## src/rtl/lcd_hd44780_driver.sv

```systemverilog
// HD44780 8-bit LCD driver: power-on init, then one instruction/char per handshake.
// Ports: clk_i, rst_ni, host data_i/ops_i/enb_i/rst_i -> rdy_o; LCD lcd_rs_o/lcd_e_o/lcd_data_o.
module lcd_hd44780_driver #(
  parameter int T_PWR_CYC   = 2000000,
  parameter int T_INIT1_CYC = 500000,
  parameter int T_INIT2_CYC = 15000,
  parameter int T_AS_CYC    = 5,
  parameter int T_E_CYC     = 30,
  parameter int T_H_CYC     = 5,
  parameter int T_EXEC_CYC  = 5000,
  parameter int T_CLEAR_CYC = 200000
) (
  input  logic       clk_i,
  input  logic       rst_ni,
  input  logic [7:0] data_i,
  input  logic [1:0] ops_i,
  input  logic       enb_i,
  input  logic       rst_i,
  output logic       rdy_o,
  output logic       lcd_rs_o,
  output logic       lcd_e_o,
  output logic [7:0] lcd_data_o
);

  function automatic int max2(int a, int b);
    return (a > b) ? a : b;
  endfunction

  localparam int MAXW = max2(max2(max2(T_PWR_CYC, T_INIT1_CYC),
    max2(T_INIT2_CYC, T_AS_CYC)), max2(max2(T_E_CYC, T_H_CYC),
    max2(T_EXEC_CYC, T_CLEAR_CYC)));
  localparam int CW = $clog2(MAXW) + 1;

  localparam logic [CW-1:0] PWR_L   = CW'(T_PWR_CYC - 1);
  localparam logic [CW-1:0] INIT1_L = CW'(T_INIT1_CYC - 1);
  localparam logic [CW-1:0] INIT2_L = CW'(T_INIT2_CYC - 1);
  localparam logic [CW-1:0] AS_L    = CW'(T_AS_CYC - 1);
  localparam logic [CW-1:0] E_L     = CW'(T_E_CYC - 1);
  localparam logic [CW-1:0] H_L     = CW'(T_H_CYC - 1);
  localparam logic [CW-1:0] EXEC_L  = CW'(T_EXEC_CYC - 1);
  localparam logic [CW-1:0] CLEAR_L = CW'(T_CLEAR_CYC - 1);

  typedef enum logic [2:0] {
    PWR_WAIT, INIT_LOAD, SETUP, EPULSE, HOLD, EXEC_WAIT, IDLE
  } state_t;

  state_t          state, state_n;
  logic [CW-1:0]   cnt, cnt_n;
  logic [CW-1:0]   lim, lim_n;
  logic [2:0]      idx, idx_n;
  logic            in_init, in_init_n;
  logic            rdy_n, rs_n, e_n;
  logic [7:0]      db_n;

  function automatic logic [7:0] rom_db(logic [2:0] i);
    unique case (i)
      3'd0, 3'd1, 3'd2: return 8'h30;
      3'd3:             return 8'h38;
      3'd4:             return 8'h08;
      3'd5:             return 8'h01;
      3'd6:             return 8'h06;
      default:          return 8'h0C;
    endcase
  endfunction

  function automatic logic [CW-1:0] rom_lim(logic [2:0] i);
    unique case (i)
      3'd0:    return INIT1_L;
      3'd1:    return INIT2_L;
      3'd5:    return CLEAR_L;
      default: return EXEC_L;
    endcase
  endfunction

  always_comb begin
    state_n   = state;
    cnt_n     = cnt + 1'b1;
    lim_n     = lim;
    idx_n     = idx;
    in_init_n = in_init;
    rdy_n     = rdy_o;
    rs_n      = lcd_rs_o;
    e_n       = lcd_e_o;
    db_n      = lcd_data_o;
    if (rst_i) begin
      state_n   = PWR_WAIT;
      cnt_n     = '0;
      idx_n     = '0;
      in_init_n = 1'b1;
      rdy_n     = 1'b0;
      rs_n      = 1'b0;
      e_n       = 1'b0;
      db_n      = '0;
    end else begin
      unique case (state)
        PWR_WAIT: begin
          in_init_n = 1'b1;
          if (cnt == PWR_L) begin
            state_n = INIT_LOAD;
            cnt_n   = '0;
            idx_n   = '0;
          end
        end
        INIT_LOAD: begin
          db_n    = rom_db(idx);
          lim_n   = rom_lim(idx);
          rs_n    = 1'b0;
          state_n = SETUP;
          cnt_n   = '0;
        end
        SETUP: if (cnt == AS_L) begin
          state_n = EPULSE;
          e_n     = 1'b1;
          cnt_n   = '0;
        end
        EPULSE: if (cnt == E_L) begin
          state_n = HOLD;
          e_n     = 1'b0;
          cnt_n   = '0;
        end
        HOLD: if (cnt == H_L) begin
          state_n = EXEC_WAIT;
          cnt_n   = '0;
        end
        EXEC_WAIT: if (cnt == lim) begin
          cnt_n = '0;
          if (in_init && idx != 3'd7) begin
            idx_n   = idx + 3'd1;
            state_n = INIT_LOAD;
          end else begin
            in_init_n = 1'b0;
            state_n   = IDLE;
            rdy_n     = 1'b1;
          end
        end
        default: begin
          cnt_n = '0;
          // reserved ops codes (bit 1 set) are silently dropped
          if (enb_i && !ops_i[1]) begin
            db_n    = data_i;
            rs_n    = ops_i[0];
            rdy_n   = 1'b0;
            state_n = SETUP;
            // clear/home need the long execution wait
            lim_n   = (!ops_i[0] && data_i inside {8'h01, 8'h02, 8'h03})
                      ? CLEAR_L : EXEC_L;
          end
        end
      endcase
    end
  end

  always_ff @(posedge clk_i) begin
    if (!rst_ni) begin
      state      <= PWR_WAIT;
      cnt        <= '0;
      lim        <= '0;
      idx        <= '0;
      in_init    <= 1'b1;
      rdy_o      <= 1'b0;
      lcd_rs_o   <= 1'b0;
      lcd_e_o    <= 1'b0;
      lcd_data_o <= '0;
    end else begin
      state      <= state_n;
      cnt        <= cnt_n;
      lim        <= lim_n;
      idx        <= idx_n;
      in_init    <= in_init_n;
      rdy_o      <= rdy_n;
      lcd_rs_o   <= rs_n;
      lcd_e_o    <= e_n;
      lcd_data_o <= db_n;
    end
  end

endmodule
```

## config.mk

```make
export PLATFORM = sky130hd
export DESIGN_NAME = lcd_hd44780_driver
export DESIGN_NICKNAME = d
export VERILOG_FILES = /design/src/rtl/lcd_hd44780_driver.sv
export SDC_FILE = /design/constraint.sdc
export NUM_CORES = 1
export LEC_CHECK = 0
export BUFFER_PORTS_ARGS = -buffer_cell sky130_fd_sc_hd__buf_2
export CAP_MARGIN = 20
export CELL_PAD_IN_SITES_DETAIL_PLACEMENT = 0
export CELL_PAD_IN_SITES_GLOBAL_PLACEMENT = 1
export CORE_MARGIN = 4
export CORE_UTILIZATION = 40
export CTS_CLUSTER_SIZE = 8
export DETAILED_ROUTE_END_ITERATION = 16
export GPL_TIMING_DRIVEN = 0
export PLACE_DENSITY = 0.74
export SLEW_MARGIN = 40
export SYNTH_ARGS = -nofsm -noshare
export SYNTH_HDL_FRONTEND = slang
export SYNTH_SLANG_ARGS = --single-unit
```

## constraint.sdc

```tcl
create_clock -name clk_i -period 2.7 [get_ports clk_i]
set_clock_uncertainty 0.15 [all_clocks]
set_input_delay 0.27 -clock clk_i [delete_from_list [all_inputs] [get_ports clk_i]]
set_output_delay 0.27 -clock clk_i [all_outputs]
set_load 0.05 [all_outputs]
```

==> results.json <==
{
  "crit_path_cell_trace": "clkbuf_1 > or4bb_1 > nor2b_1 > a31oi_1 > a21o_1 > o21bai_4 > buf_12 > nor2_2",
  "drc": 0,
  "viasPerCell": 5.42,
  "dp_hpwl_um": 4960,
  "n_antenna_cell": 0,
  "clkSlewWorstSetupHoldPaths_ps": 90,
  "synth.distinct_cells": 61,
  "grt_pass1_wl_um": 11300,
  "seqPwrFrac_pct": 54.4,
  "layout_setup_ws_ps": 216,
  "yosysSeqAreaShare_pct": 35.8,
  "synth.avg_cell_area_um2": 8.41,
  "fin_tns_setup_ps": 0,
  "antenna_found_initial": 0,
  "cts_buffers": 5,
  "worst_pin_slew_ps": 671,
  "fmax_mhz": 403,
  "clkLatencyLatePin_ps": 310,
  "wl_um": 6550,
  "clkPwrFrac_pct": 41.9,
  "leakage_nw": 1.12,
  "netSwitchingPower_mw": 0.288,
  "worst-path-max-fanout": 10,
  "mappedNetlistArea_um2": 2740,
  "finalCriticalPeriod_ps": 2480,
  "maxCapViolations": 0,
  "crit_required_ps": 2760,
  "cpMaxStageDelayCell": "or4bb_1",
  "hold_buffers": 0,
  "cts.path.max_buffers": 2,
  "grt_max_degree": 16,
  "final_util_pct": 47.4,
  "grt_pass1_vias": 2299,
  "start_util_pct": 42.2,
  "slew_headroom_pct": 54.6,
  "rsz0062_at_grt": "false",
  "area_growth_pct": 12.3,
  "p_int_mw": 1.05,
  "finalPower_mw": 1.33,
  "dp_worst_setup_slack_ps": 226,
  "cts_resized": 0,
  "drtPass1Iterations": 4,
  "place_congestion": 0.826,
  "finalSetupViolations": 0,
  "path_class": "reg -> reg",
  "die_y_um": 90.8,
  "holdCritPathClass": "in -> reg",
  "overflow": 0,
  "powerDensity_nw_per_um2": 433,
  "cts_setup_buffers": 0,
  "synth_seq_cells": 49,
  "via_count": 2359,
  "ir_drop_mv": 0.223,
  "dominantRegCellSynth": "dfxtp_1",
  "status": "complete, no violations",
  "arrival_ps": 2540,
  "slew_violations": 0,
  "syn_nets": 349,
  "period_share_pct": 92.0,
  "combPwrFrac_pct": 3.7,
  "syn_inst": 326,
  "hold_viol_final": 0,
  "whs_ps": 58.0,
  "cts_max_level": 2,
  "critPathCaptureType": "flop",
  "async_flop_share_pct": 0,
  "fp.dieW_um": 90.8,
  "yosysWarningCount": 0,
  "drtIter0Drc": 90,
  "swShare_pct": 21.6,
  "cts_tree": "done",
  "core-area_um2": 6490,
  "cts_root_buf": "clkbuf_8",
  "layout.nets": 380,
  "slowest_delay_ps": 640,
  "ant_nets": 0,
  "start_kind": "flop",
  "num_io_pins": 25,
  "die_area_um2": 8240,
  "wl_per_cell_um": 15.1,
  "cts_sinks": 49,
  "rows": 29,
  "synth_edf_count": 0,
  "drive_gt1_share_pct": 18.7,
  "grt.total_usage_pct": 16.8,
  "port_buffers": 24
}
==> cells by family after synthesis <==
family / Yosys count / synth area share (%)
adders and majority gates: 9 / 4.11
DFF: 49 / 35.8
and+or+nand+nor: 155 / 30.6
muxes: 3 / 1.10
buffers and inverters: 24 / 5.02
AOI/OAI and AO/OA: 60 / 15.1
xor gates and xnor gates: 26 / 8.31
==> state kept, by name, summed over array words and instances, names as in the netlist <==
| name | count |
|---|---|
| state | 3 |
| lim | 9 |
| cnt | 22 |
| in_init | 1 |
| lcd_data_o | 8 |
| lcd_e_o | 1 |
| idx | 3 |
| rdy_o | 1 |
| lcd_rs_o | 1 |
==> synth_stat cells, types with 7 or more instances <==
cell | n | area share [%]
o21ai_0 | 9 | 1.6
nand2_1 | 27 | 3.7
nor3_1 | 11 | 2.0
nor4_1 | 8 | 1.8
nand3_1 | 15 | 2.7
a21oi_1 | 21 | 3.8
nand4_1 | 7 | 1.6
dfxtp_1 | 49 | 36
xor2_1 | 7 | 2.2
ha_1 | 9 | 4.1
or3_1 | 7 | 1.6
inv_1 | 11 | 1.5
xnor2_1 | 19 | 6.1
nor2_1 | 36 | 4.9
nor2_2 | 10 | 2.3
==> final timing paths <==
| path | from | to | slack [ps] | cells after the start |
|---|---|---|---|---|
| worst max-delay path | cnt[3] | cnt[7] | 220 | 8 |
| worst min-delay path | data_i[6] | lcd_data_o[6] | 60 | 3 |
| worst max register to register | cnt[3] | cnt[7] | 220 | 8 |
| worst min register to register | lcd_rs_o | lcd_rs_o | 310 | 2 |
==> power groups by stage <==
stage	Clock, mW	Combinational [mW]	Sequential, mW
2_1_floorplan	0	0.0284	0.742
3_3_place_gp	0	0.0501	0.743
3_5_place_dp	0	0.0500	0.743
4_1_cts	0.577	0.0502	0.726
5_1_grt	0.609	0.0550	0.727
6_report	0.558	0.0492	0.726
==> cell usage in the layout (no fill, tap or decap), types with 2 or more instances in the layout <==
cell type  synthesis  routed
a211oi_1           3       3
nand4_1            7       7
or4_1              2       2
a31oi_1            4       4
nor4b_1            2       2
nor2_2            10      10
o2111ai_1          2       2
nand2b_1           3       3
ha_1               9       9
a21o_1             2       2
inv_1             11      11
a211o_1            2       2
o21ai_0            9       9
nor3_1            11      11
nand2_1           27      27
nor4_1             8       8
o21a_1             3       3
nor2_1            36      36
buf_2              2      26
a22oi_1            3       3
clkbuf_8           2       8
clkbuf_1           4       4
dfxtp_1           49      49
and2b_2            2       2
nor2b_1            6       6
mux2i_1            3       3
xor2_1             7       7
a21oi_1           21      21
and3_2             2       2
nand3b_1           2       2
or3_1              7       7
and3_1             2       2
or4_4              2       2
nand3_1           15      15
xnor2_1           19      19
buf_4              2       2
==> stage by stage <==
step                      std cells  instance area, um2
after CTS                       435                3080
after global placement          427                2960
final                           435                3080
after global routing            435                3080
after detailed placement        427                2960
after floorplan                 326                2740
==> routing by layer <==
layer / share of wire, % / global-route usage [%]
met5: 0 / 0
met4: 0.90 / 4.65
met3: 3.8 / 2.92
met2: 44 / 25.6
met1: 52 / 24.4
==> critical path, delay by kind of cell (launching register included) <==
| family | cells | cell delay [ps] |
|---|---|---|
| buffers and inverters | 2 | 380 |
| AO/OA/AOI/OAI | 3 | 720 |
| AND/OR/NAND/NOR | 3 | 830 |
| flip-flops | 1 | 310 |
==> final cells by class <==
cell class,count,area [um2]
buffer,13,96.3
clock buffer,6,82.6
clock inverter,2,37.5
fill,653,3420
inverter,11,41.3
multi-input combinational,253,1620
sequential,49,981
tap,77,96.3
timing repair buffer,24,120
No activity file was read; power rests on OpenSTA's default activity.
